--- config.mk ---
export PLATFORM = sky130hd
export DESIGN_NAME = aes_inv_shift_rows_stage
export DESIGN_NICKNAME = d
export VERILOG_FILES = /design/src/rtl/aes_inv_shift_rows_stage.sv
export SDC_FILE = /design/constraint.sdc
export NUM_CORES = 1
export LEC_CHECK = 0
export BUFFER_PORTS_ARGS = -buffer_cell sky130_fd_sc_hd__buf_2
export CORE_AREA = 3 3 140 142
export DETAILED_ROUTE_END_ITERATION = 6
export DIE_AREA = 0 0 143 145
export MAX_ROUTING_LAYER = met4
export PLACE_DENSITY = 0.82
export SKIP_CTS_REPAIR_TIMING = 1
export SLEW_MARGIN = 0
export SYNTH_ARGS = -nofsm -noshare
export SYNTH_HDL_FRONTEND = slang
export SYNTH_SLANG_ARGS = --single-unit
--- constraint.sdc ---
create_clock -name clk -period 3.3 [get_ports clk]
set_input_delay 0.495 -clock clk [delete_from_list [all_inputs] [get_ports clk]]
set_output_delay 0.495 -clock clk [all_outputs]
set_load 0.02 [all_outputs]
--- src/rtl/aes_inv_shift_rows_stage.sv ---
`default_nettype none
// ============================================================================
// Module      : aes_inv_shift_rows_stage
// Description : AES InvShiftRows pipeline stage with valid/ready handshake.
//               Define AES_INV_SR_SKID_EN for a 2-entry skid buffer with a
//               registered in_ready; default is a single output register.
// Revision    : 1.0
// ============================================================================
module aes_inv_shift_rows_stage #(
    parameter int TAG_W = 4
) (
    input  logic             clk,
    input  logic             rst,
    input  logic             flush,
    input  logic             in_valid,
    output logic             in_ready,
    input  logic [127:0]     in_data,
    input  logic [TAG_W-1:0] in_tag,
    output logic             out_valid,
    input  logic             out_ready,
    output logic [127:0]     out_data,
    output logic [TAG_W-1:0] out_tag,
    output logic [1:0]       occupancy
);

    localparam logic [1:0] c_OCC_EMPTY = 2'd0;
    localparam logic [1:0] c_OCC_ONE   = 2'd1;
    localparam logic [1:0] c_OCC_TWO   = 2'd2;

    logic [127:0]     w_sr_data;
    logic             w_push;
    logic             w_pop;

    logic [1:0]       occ_q;
    logic [127:0]     head_data_q;
    logic [TAG_W-1:0] head_tag_q;
    logic [127:0]     skid_data_q;
    logic [TAG_W-1:0] skid_tag_q;

    // Byte (r,c) of the result is byte (r,(c-r) mod 4) of the input.
    for (genvar r = 0; r < 4; r++) begin : g_row
        for (genvar c = 0; c < 4; c++) begin : g_col
            assign w_sr_data[127-8*(4*c+r) -: 8] =
                in_data[127-8*(4*((c-r+4)%4)+r) -: 8];
        end
    end

`ifdef AES_INV_SR_SKID_EN
    assign in_ready = ~rst & ~flush & (occ_q != c_OCC_TWO);
`else
    assign in_ready = ~rst & ~flush & ((occ_q == c_OCC_EMPTY) | out_ready);
`endif

    assign out_valid = (occ_q != c_OCC_EMPTY);
    assign out_data  = head_data_q;
    assign out_tag   = head_tag_q;
    assign occupancy = occ_q;

    assign w_push = in_valid & in_ready;
    assign w_pop  = out_valid & out_ready;

    always_ff @(posedge clk) begin
        if (rst) begin
            occ_q       <= c_OCC_EMPTY;
            head_data_q <= '0;
            head_tag_q  <= '0;
            skid_data_q <= '0;
            skid_tag_q  <= '0;
        end else if (flush) begin
            occ_q <= c_OCC_EMPTY;
        end else begin
            case (occ_q)
                c_OCC_EMPTY: begin
                    if (w_push) begin
                        head_data_q <= w_sr_data;
                        head_tag_q  <= in_tag;
                        occ_q       <= c_OCC_ONE;
                    end
                end
                c_OCC_ONE: begin
                    if (w_push && w_pop) begin
                        head_data_q <= w_sr_data;
                        head_tag_q  <= in_tag;
                    end else if (w_push) begin
                        // Head is stalled, so the new state parks in the skid slot.
                        skid_data_q <= w_sr_data;
                        skid_tag_q  <= in_tag;
                        occ_q       <= c_OCC_TWO;
                    end else if (w_pop) begin
                        occ_q <= c_OCC_EMPTY;
                    end
                end
                default: begin
                    if (w_pop) begin
                        head_data_q <= skid_data_q;
                        head_tag_q  <= skid_tag_q;
                        occ_q       <= c_OCC_ONE;
                    end
                end
            endcase
        end
    end

endmodule
`default_nettype wire

# ---- Yosys cells after proc, flatten, opt, wreduce, memory -nomap -nowiden
# Cells that the tools add are included.
# W data, S select, Z words.
dict set report word_totals {
  register_bits 266
  input_bits 137
  out_inout_bits 136
  wordCells 40
}
dict set report op_classes {
  eq_ne 5
  n_mux 14
  bitwise_logic 8
  n_reduce_logical 8
}
# cell n
set op_table {}
lappend op_table {{$mux W128} 3}
lappend op_table {{$pmux W128 S2} 1}
lappend op_table {{$mux W4} 3}
lappend op_table {{$reduce_and A4 Y1} 3}
lappend op_table {{$mux W2} 5}
lappend op_table {{$pmux W4 S2} 1}
lappend op_table {{$ne A2 B2 Y1 const B} 3}
lappend op_table {{$and A1 B1 Y1} 4}
lappend op_table {{$pmux W2 S2} 1}
lappend op_table {{$ne A3 B3 Y1 const B} 1}
lappend op_table {{$not A1 Y1} 3}
lappend op_table {{$reduce_bool A3 Y1} 1}
lappend op_table {{$eq A2 B1 Y1 const B} 1}
lappend op_table {{$logic_not A2 Y1} 1}
lappend op_table {{$reduce_bool A2 Y1} 1}
lappend op_table {{$reduce_or A2 Y1} 1}
lappend op_table {{$logic_and A1 B1 Y1} 1}
lappend op_table {{$or A1 B1 Y1} 1}

# ---- Longest topological paths before layout
# Gate-level depths: netlist of run 1.
dict set report logic_depth {
  word_depth 7
  mapped_depth 6
  ltp_nobuf 3
}

# ---- Least setup slack after synthesis of run 1
# Ideal clock, no wire load.
dict set report synth_timing {
  kind {in2out}
  startpoint {in flush}
  endpoint {out in_ready}
  t_arrival_ps 941
  required_ps 2805
  setup_slack_ps 1864
  stages 2
  path_buffers 0
  cell_sequence {nor2_1 > o21a_1}
}
dict set report synth_via {
  elab_chain_len 3
}
# item line_no
set synth_lines {}
lappend synth_lines {{from (decl)} 14} ;# input logic flush,
lappend synth_lines {{$not A1 Y1 (no line)} n/a}
lappend synth_lines {{$and A1 B1 Y1 (2 in a row)} 51} ;# assign in_ready = ~rst & ~flush & ((occ_q == c_OCC_EMPTY) | out_ready);
lappend synth_lines {{to (decl)} 16} ;# output logic in_ready,
# No other way between the ends.

# ---- Worst setup path after layout of run 1
dict set report layout_timing {
  startpoint {reg occ_q[1] (netlist: occupancy[1])}
  endpoint {out occupancy[1]}
}
# item line_no
set layout_rtl {}
lappend layout_rtl {{from (decl)} 34} ;# logic [1:0] occ_q;
lappend layout_rtl {{from (signal assigned)} 64} ;# occ_q <= c_OCC_EMPTY;
lappend layout_rtl {{from (signal assigned)} 70} ;# occ_q <= c_OCC_EMPTY;
lappend layout_rtl {{from (signal assigned)} 77} ;# occ_q <= c_OCC_ONE;
lappend layout_rtl {{to (decl)} 23} ;# output logic [1:0] occupancy
# No word-level cell between the ends.

==> results of run 1 <==
[area by class of cell]
cell class,count,area (µm²),area share (%)
clock buffers,41,838,6.83
clock inverters,6,55.1,0.448
inverters,3,16.3,0.132
multi-input cells,671,4230,34.4
flip-flops and latches,266,5330,43.4
well taps,234,293,2.38
repair buffers,282,1520,12.4
[kinds of logic after synthesis]
kind of cell,after synthesis,share of synthesized area [%]
compound gates,269,20.2
flops,266,53.1
buf+inv,118,5.05
simple gates,402,21.7
[layer usage]
layer  part of all wire, %  GRT usage, %
met1                    45          33.3
met4                   1.2          4.71
met2                    46          36.5
met5                     0             -
met3                   7.1          3.43
[power groups by stage]
stage                     sequential [µW]  combinational [µW]  clock (µW)
final                                3420                 733        3000
after global routing                 3430                 794        3180
after floorplan                      3640                 283           0
after global placement               3490                 719           0
after CTS                            3420                 735        3040
after detailed placement             3490                 732           0
[worst register-to-register path, cell delays in order, from the launching register on]
cell and delay (ns):
sky130_fd_sc_hd__dfxtp_4 0.43, sky130_fd_sc_hd__nor2_1 0.12, sky130_fd_sc_hd__o221ai_4 0.49, sky130_fd_sc_hd__buf_12 0.41
sky130_fd_sc_hd__a32oi_1 0.33
[sequential cells by signal, summed over array words and instances (netlist names)]
name	flops
occupancy	2
skid_tag_q	4
out_tag	4
skid_data_q	128
out_data	128
[cells in the final DEF, fill, tap and decap left out, types with 2 or more instances in the layout]
master                        n
sky130_fd_sc_hd__clkbuf_8    11
sky130_fd_sc_hd__nand2b_1   133
sky130_fd_sc_hd__nor2b_1    132
sky130_fd_sc_hd__clkinv_2     5
sky130_fd_sc_hd__nand2_1    132
sky130_fd_sc_hd__clkbuf_16   27
sky130_fd_sc_hd__buf_12       6
sky130_fd_sc_hd__nor2_1       3
sky130_fd_sc_hd__inv_4        2
sky130_fd_sc_hd__o22ai_1    132
sky130_fd_sc_hd__a32oi_1    132
sky130_fd_sc_hd__buf_4        4
sky130_fd_sc_hd__clkbuf_1     3
sky130_fd_sc_hd__o21a_1       2
sky130_fd_sc_hd__dfxtp_1    265
sky130_fd_sc_hd__buf_2      271
[final timing paths]
kind                               startpoint       endpoint
worst max-delay path             occupancy[1]   occupancy[1]
worst min-delay path             in_data[104]   out_data[40]
worst max register to register   occupancy[1]   out_data[18]
worst min register to register  out_data[111]  out_data[111]
[stage by stage]
step                      total power, µW  hold WS, ns  worst slack [ns]
after floorplan                      3930        0.438              1.86
after global placement               4210        0.446              1.37
after detailed placement             4220        0.448              1.27
after CTS                            7200        0.244              1.07
after global routing                 7410        0.261             0.989
final                                7150        0.260             0.982
==> flow_summary.html, run 1 <==
<table>
<tr><th>Metric</th><th>Value</th></tr>
<tr><th colspan="2">STA</th></tr>
<tr><td>Final number of max-transition violations</td><td>0</td></tr>
<tr><td>RSZ-0062 raised after global routing</td><td>no</td></tr>
<tr><td>Layout Skew</td><td>0.00760 ns</td></tr>
<tr><td>Total Negative Setup Slacks</td><td>0 ns</td></tr>
<tr><td>Hold violation total from the final report</td><td>0</td></tr>
<tr><td>Slew Limit Headroom</td><td>46.6%</td></tr>
<tr><td>Min Tclk post-route</td><td>2.32 ns</td></tr>
<tr><td>Transition time at the pin with the least slew margin</td><td>0.801 ns</td></tr>
<tr><td>Final setup violation count</td><td>0</td></tr>
<tr><td>Highest clock rate</td><td>431 MHz</td></tr>
<tr><td>Final worst path period share</td><td>70.2%</td></tr>
<tr><th colspan="2">Synth</th></tr>
<tr><td>Cell count after synthesis</td><td>1055</td></tr>
<tr><td>Largest area contributor in the synthesized netlist</td><td>sky130_fd_sc_hd__dfxtp_1</td></tr>
<tr><td>Commonest cells in the netlist</td><td>sky130_fd_sc_hd__dfxtp_1 (266), sky130_fd_sc_hd__nand2b_1 (133), sky130_fd_sc_hd__nor2b_1 (133)</td></tr>
<tr><td>Total of flip-flops plus latches after synthesis</td><td>266</td></tr>
<tr><td>Post-synthesis cell area</td><td>10000 µm²</td></tr>
<tr><td>Net count of the mapped netlist</td><td>1192</td></tr>
<tr><td>Async set-reset flop share out of synthesis</td><td>0%</td></tr>
<tr><td>Synth top area share</td><td>53.1%</td></tr>
<tr><td>Leading register cell type out of synthesis</td><td>sky130_fd_sc_hd__dfxtp_1</td></tr>
<tr><td>Most frequently used cell type in the post-synthesis netlist</td><td>sky130_fd_sc_hd__dfxtp_1</td></tr>
<tr><td>Number of enable-type register cells in the synthesized netlist</td><td>0</td></tr>
<tr><td>Number of distinct library cells after synthesis</td><td>17</td></tr>
<tr><td>Dominant cells by area after synthesis</td><td>sky130_fd_sc_hd__dfxtp_1 (53%), sky130_fd_sc_hd__a32oi_1 (12%), sky130_fd_sc_hd__nand2b_1 (8.3%), sky130_fd_sc_hd__nor2b_1 (8.3%), sky130_fd_sc_hd__o22ai_1 (8.2%)</td></tr>
<tr><td>Count of yosys warnings during synthesis</td><td>0</td></tr>
<tr><td>Fraction of the yosys area taken by sequential cells</td><td>53.1%</td></tr>
<tr><td>Per-instance average area after synthesis</td><td>9.51 µm²</td></tr>
<tr><th colspan="2">Power and ir drop</th></tr>
<tr><td>Internal power component</td><td>5440 µW</td></tr>
<tr><td>Leakage power total</td><td>0.00538 µW</td></tr>
<tr><td>Clk network pwr share</td><td>41.9%</td></tr>
<tr><td>Total power density per cell area</td><td>582 nW/µm²</td></tr>
<tr><td>VDD IR max</td><td>0.415 mV</td></tr>
<tr><td>Comb power frac</td><td>10.2%</td></tr>
<tr><td>Switching power total</td><td>1710 µW</td></tr>
<tr><td>Sequential share of power</td><td>47.8%</td></tr>
<tr><td>Net switching share of the total power</td><td>24.0%</td></tr>
<tr><th colspan="2">Floorplanning</th></tr>
<tr><td>Die outline width</td><td>143 µm</td></tr>
<tr><td>Die span in y</td><td>145 µm</td></tr>
<tr><td>Initial core utilization</td><td>54.0%</td></tr>
<tr><td>Row count</td><td>50</td></tr>
<tr><td>Die Footprint</td><td>20700 µm²</td></tr>
<tr><td>I/O pins</td><td>273</td></tr>
<tr><td>Standard cell core area</td><td>18600 µm²</td></tr>
<tr><th colspan="2">Worst hold path</th></tr>
<tr><td>Cell count of the worst hold path</td><td>3</td></tr>
<tr><td>Class of the worst hold path</td><td>input pin to flop</td></tr>
<tr><th colspan="2">Global route</th></tr>
<tr><td>Global-route usage over all layers</td><td>23.6%</td></tr>
<tr><td>Via count of the first global-routing pass</td><td>8398</td></tr>
<tr><td>Global-route wire length before repair</td><td>41100 µm</td></tr>
<tr><td>Number of antenna violations at the first check in global routing</td><td>0</td></tr>
<tr><td>Maximum number of pins on one net before global-route repair</td><td>139</td></tr>
<tr><td>Total overflow reported by the global router</td><td>0</td></tr>
<tr><th colspan="2">Cells and area</th></tr>
<tr><td>Synthesis-to-layout area growth</td><td>22.4%</td></tr>
<tr><td>Final non-filler cell total</td><td>1503</td></tr>
<tr><td>Final Instance Area</td><td>12300 µm²</td></tr>
<tr><td>Share of layout cells above drive strength 1</td><td>26.2%</td></tr>
<tr><td>Utilization after layout</td><td>66.1%</td></tr>
<tr><td>Filler instances</td><td>1487</td></tr>
<tr><td>NumNets Final</td><td>1387</td></tr>
<tr><td>Antenna diode instance count</td><td>0</td></tr>
<tr><th colspan="2">Clock tree</th></tr>
<tr><td>Clock Latency Late Sink</td><td>0.51 ns</td></tr>
<tr><td>Clock root buffer master</td><td>sky130_fd_sc_hd__clkbuf_16</td></tr>
<tr><td>CTS clock-pin slew for the worst setup and hold paths</td><td>0.06 ns</td></tr>
<tr><td>Number of clock sinks</td><td>266</td></tr>
<tr><td>Cts bufs inserted</td><td>26</td></tr>
<tr><td>CTS H-Tree Depth</td><td>1</td></tr>
<tr><td>CTS tree</td><td>built</td></tr>
<tr><td>Largest buffer count on any clock path</td><td>3</td></tr>
<tr><th colspan="2">Critical path</th></tr>
<tr><td>R2R setup slack</td><td>1.35 ns</td></tr>
<tr><td>Cell count of the worst reg-to-reg path</td><td>4</td></tr>
<tr><td>Worst path required time</td><td>2.80 ns</td></tr>
<tr><td>CP max FO</td><td>130</td></tr>
<tr><td>CP Depth</td><td>2</td></tr>
<tr><td>Critical path class</td><td>flop to primary output</td></tr>
<tr><td>Nature of the critical path startpoint</td><td>flop</td></tr>
<tr><td>Nature of the critical path endpoint</td><td>primary output</td></tr>
<tr><td>Buffers &amp; Inverters on Critical Path</td><td>2</td></tr>
<tr><td>Cell chain of the critical path</td><td>buf_12, buf_2</td></tr>
<tr><td>Largest delay share family, worst path</td><td>buffers and inverters</td></tr>
<tr><td>Slowest stage cell on the critical path</td><td>sky130_fd_sc_hd__dfxtp_4</td></tr>
<tr><td>Worst endpoint data arrival time</td><td>1.82 ns</td></tr>
<tr><td>Delay of the slowest critical-path stage</td><td>0.43 ns</td></tr>
<tr><th colspan="2">Routing</th></tr>
<tr><td>Average routed wire per standard cell</td><td>16.7 µm</td></tr>
<tr><td>Vias post-DR</td><td>8605</td></tr>
<tr><td>Via density per instance</td><td>5.73</td></tr>
<tr><td>DRC Markers</td><td>0</td></tr>
<tr><td>Number of antenna-violating nets in the routed design</td><td>0</td></tr>
<tr><td>Iter 0 DRT Violations</td><td>458</td></tr>
<tr><td>Number of optimization iterations in the first detailed-route pass</td><td>4</td></tr>
<tr><td>Total Wirelength</td><td>25100 µm</td></tr>
<tr><th colspan="2">Placed design</th></tr>
<tr><td>Inst Count DP</td><td>1456</td></tr>
<tr><td>Count of port buffers added during placement</td><td>272</td></tr>
<tr><td>Global placement routability congestion</td><td>0.764</td></tr>
<tr><td>Half-perimeter wire length after detailed placement</td><td>14300 µm</td></tr>
<tr><td>Cell Area, Placed</td><td>11400 µm²</td></tr>
<tr><th colspan="2">Job</th></tr>
<tr><td>Number of violations of the max-capacitance limit</td><td>0</td></tr>
<tr><th colspan="2">Run status</th></tr>
<tr><td>Outcome</td><td>finished, final reports clean</td></tr>
</table>
No activity file was read; power rests on OpenSTA's default activity.
==> inputs of run 2 (changes only) <==
--- a/config.mk
+++ b/config.mk
@@ -6,11 +6,11 @@
 export NUM_CORES = 1
 export LEC_CHECK = 0
 export BUFFER_PORTS_ARGS = -buffer_cell sky130_fd_sc_hd__buf_2
-export CORE_AREA = 3 3 140 142
+export CORE_AREA = 3 3 151 153
 export DETAILED_ROUTE_END_ITERATION = 6
-export DIE_AREA = 0 0 143 145
+export DIE_AREA = 0 0 154 156
 export MAX_ROUTING_LAYER = met4
-export PLACE_DENSITY = 0.82
+export PLACE_DENSITY = 0.74
 export SKIP_CTS_REPAIR_TIMING = 1
 export SLEW_MARGIN = 0
 export SYNTH_ARGS = -nofsm -noshare
==> constraint.sdc (replaced) <==
create_clock -name clk -period 1.9 [get_ports clk]
set_input_delay 0.285 -clock clk [delete_from_list [all_inputs] [get_ports clk]]
set_output_delay 0.285 -clock clk [all_outputs]
set_load 0.02 [all_outputs]
==> run 2 against run 1 <==
Against the previous run: global-route usage down 3.0 points; register-to-register slack worse by 0.99 ns; final cell count rose by 3.5%; wire length up 2.2%; combinational power is 76% higher; sequential share of layout area decreased by 0.76 points; sequential power is 74% higher; sequential cell count did not move; critical path depth rose by 1; worst hold slack worse by 0.21 ns; power increased by 79%.
==> flow_summary.html, run 2 (synthesized netlist as in run 1, its figures left out) <==
<table>
<tr><th>Metric</th><th>Value</th></tr>
<tr><th colspan="2">Critical path</th></tr>
<tr><td>Nature of the critical path startpoint</td><td>flop</td></tr>
<tr><td>Worst path required time</td><td>1.62 ns</td></tr>
<tr><td>CP max FO</td><td>6</td></tr>
<tr><td>Critical path class</td><td>flop to primary output</td></tr>
<tr><td>Nature of the critical path endpoint</td><td>primary output</td></tr>
<tr><td>Worst endpoint data arrival time</td><td>1.49 ns</td></tr>
<tr><th colspan="2">Global route</th></tr>
<tr><td>Global-route usage over all layers</td><td>20.6%</td></tr>
<tr><td>Maximum number of pins on one net before global-route repair</td><td>140</td></tr>
<tr><td>Via count of the first global-routing pass</td><td>8239</td></tr>
<tr><td>Total overflow reported by the global router</td><td>0</td></tr>
<tr><td>Global-route wire length before repair</td><td>41900 µm</td></tr>
<tr><td>Number of antenna violations at the first check in global routing</td><td>0</td></tr>
<tr><th colspan="2">STA</th></tr>
<tr><td>Final setup violation count</td><td>0</td></tr>
<tr><td>Hold violation total from the final report</td><td>0</td></tr>
<tr><td>RSZ-0062 raised after global routing</td><td>no</td></tr>
<tr><td>Layout Skew</td><td>0.00727 ns</td></tr>
<tr><td>Slew Limit Headroom</td><td>58.7%</td></tr>
<tr><td>Min Tclk post-route</td><td>1.78 ns</td></tr>
<tr><td>Final worst path period share</td><td>93.6%</td></tr>
<tr><td>Final number of max-transition violations</td><td>0</td></tr>
<tr><td>Total Negative Setup Slacks</td><td>0 ns</td></tr>
<tr><td>Highest clock rate</td><td>562 MHz</td></tr>
<tr><td>Transition time at the pin with the least slew margin</td><td>0.619 ns</td></tr>
<tr><th colspan="2">Power and ir drop</th></tr>
<tr><td>VDD IR max</td><td>0.649 mV</td></tr>
<tr><td>Total power density per cell area</td><td>1020 nW/µm²</td></tr>
<tr><td>Leakage power total</td><td>0.00546 µW</td></tr>
<tr><th colspan="2">Routing</th></tr>
<tr><td>Wire length on met2</td><td>11500 µm</td></tr>
<tr><td>Via density per instance</td><td>5.53</td></tr>
<tr><td>Average routed wire per standard cell</td><td>16.5 µm</td></tr>
<tr><td>Total met3 wirelength after detailed routing</td><td>1780 µm</td></tr>
<tr><td>Number of optimization iterations in the first detailed-route pass</td><td>5</td></tr>
<tr><td>Vias post-DR</td><td>8593</td></tr>
<tr><td>Total routed wire length on the met1 layer</td><td>11900 µm</td></tr>
<tr><td>DRC Markers</td><td>0</td></tr>
<tr><td>Iter 0 DRT Violations</td><td>565</td></tr>
<tr><td>Total Wirelength</td><td>25700 µm</td></tr>
<tr><td>Number of antenna-violating nets in the routed design</td><td>0</td></tr>
<tr><td>Top routing layer used</td><td>met4</td></tr>
<tr><th colspan="2">Clock tree</th></tr>
<tr><td>CTS tree</td><td>built</td></tr>
<tr><td>Cts bufs inserted</td><td>27</td></tr>
<tr><td>CTS H-Tree Depth</td><td>1</td></tr>
<tr><td>CTS clock-pin slew for the worst setup and hold paths</td><td>0.06 ns</td></tr>
<tr><td>Clock Latency Late Sink</td><td>0.51 ns</td></tr>
<tr><td>Clock root buffer master</td><td>sky130_fd_sc_hd__clkbuf_16</td></tr>
<tr><td>Number of clock sinks</td><td>266</td></tr>
<tr><td>Largest buffer count on any clock path</td><td>3</td></tr>
<tr><th colspan="2">Placed design</th></tr>
<tr><td>Count of port buffers added during placement</td><td>272</td></tr>
<tr><td>Global placement routability congestion</td><td>0.765</td></tr>
<tr><td>Inst Count DP</td><td>1510</td></tr>
<tr><td>Half-perimeter wire length after detailed placement</td><td>15400 µm</td></tr>
<tr><th colspan="2">Floorplanning</th></tr>
<tr><td>Row count</td><td>54</td></tr>
<tr><td>Die span in y</td><td>156 µm</td></tr>
<tr><td>Initial core utilization</td><td>46.3%</td></tr>
<tr><td>Die Footprint</td><td>24000 µm²</td></tr>
<tr><td>Standard cell core area</td><td>21700 µm²</td></tr>
<tr><td>I/O pins</td><td>273</td></tr>
<tr><td>Die outline width</td><td>154 µm</td></tr>
<tr><th colspan="2">Job</th></tr>
<tr><td>Number of violations of the max-capacitance limit</td><td>0</td></tr>
<tr><th colspan="2">Cells and area</th></tr>
<tr><td>Share of layout cells above drive strength 1</td><td>26.7%</td></tr>
<tr><td>Final non-filler cell total</td><td>1555</td></tr>
<tr><td>Antenna diode instance count</td><td>0</td></tr>
<tr><td>Synthesis-to-layout area growth</td><td>24.6%</td></tr>
<tr><td>Commonest non-fill, non-tap cell in the layout</td><td>sky130_fd_sc_hd__buf_2</td></tr>
<tr><td>NumNets Final</td><td>1396</td></tr>
<tr><td>Most frequent cells in the layout</td><td>sky130_fd_sc_hd__buf_2 (271), sky130_fd_sc_hd__dfxtp_1 (265), sky130_fd_sc_hd__nand2b_1 (133)</td></tr>
<tr><th colspan="2">Run status</th></tr>
<tr><td>Outcome</td><td>finished, final reports clean</td></tr>
<tr><th colspan="2">Worst hold path</th></tr>
<tr><td>Class of the worst hold path</td><td>input pin to flop</td></tr>
</table>
run 2: cell count changes in the layout (fill, tap and decap cells not counted):
| cell | previous run | this run |
|---|---|---|
| sky130_fd_sc_hd__clkbuf_8 | 11 | 4 |
| sky130_fd_sc_hd__buf_12 | 6 | 11 |
| sky130_fd_sc_hd__bufinv_16 | 1 | 5 |
| sky130_fd_sc_hd__buf_4 | 4 | 6 |
| sky130_fd_sc_hd__clkbuf_1 | 3 | 1 |
| sky130_fd_sc_hd__buf_6 | 1 | 2 |
| sky130_fd_sc_hd__clkinv_2 | 5 | 6 |
| sky130_fd_sc_hd__clkinv_4 | 0 | 1 |
| sky130_fd_sc_hd__inv_4 | 2 | 3 |
run 2: per-layer routing:
layer / vias to the layer above / track usage [%]
met5: - / -
met4: 0 / 4.84
met3: 37 / 3.22
met2: 312 / 30.9
met1: 4064 / 29.4
li1: 4180 / -
run 2: power by group:
part           internal (µW)  switching, µW  total (µW)
clock                   3420           2120        5530
sequential              5810            132        5940
combinational            499            794        1290
total                   9720           3050       12800
run 2: cell type report:
type | count | area [µm²]
multi-input combinational | 671 | 4230
clock buffer | 32 | 734
tap | 280 | 350
clock inverter | 13 | 195
fill | 1911 | 9190
sequential | 266 | 5330
inverter | 3 | 16.3
timing repair buffer | 290 | 1640
run 2: path summary, 6_finish.rpt:
check / slack, ns / to / cells past startpoint / start
max: 0.12 / in_ready / 3 / occupancy[1]
min: 0.05 / out_data[87] / 3 / in_data[119]
max reg2reg: 0.36 / out_data[54] / 4 / occupancy[1]
min reg2reg: 0.46 / out_data[103] / 2 / out_data[103]
run 2: stage by stage:
stage	setup slack (ns)	utilization, %	total power, µW	hold slack, ns	area, µm²
after floorplan	0.475	-	6820	0.438	10000
after global placement	0.362	53.3	7340	0.446	11600
after CTS	0.0386	57.6	12900	0.0308	12500
after detailed placement	0.298	53.3	7360	0.449	11600
final	0.122	57.6	12800	0.0523	12500
after global routing	0.0373	57.6	13300	0.0364	12500
run 2: worst max-delay path, stage by stage, from the launching register on:
cell	delay, ns
sky130_fd_sc_hd__dfxtp_4	0.38
sky130_fd_sc_hd__nor2_1	0.27
sky130_fd_sc_hd__o21a_1	0.17
sky130_fd_sc_hd__buf_2	0.16
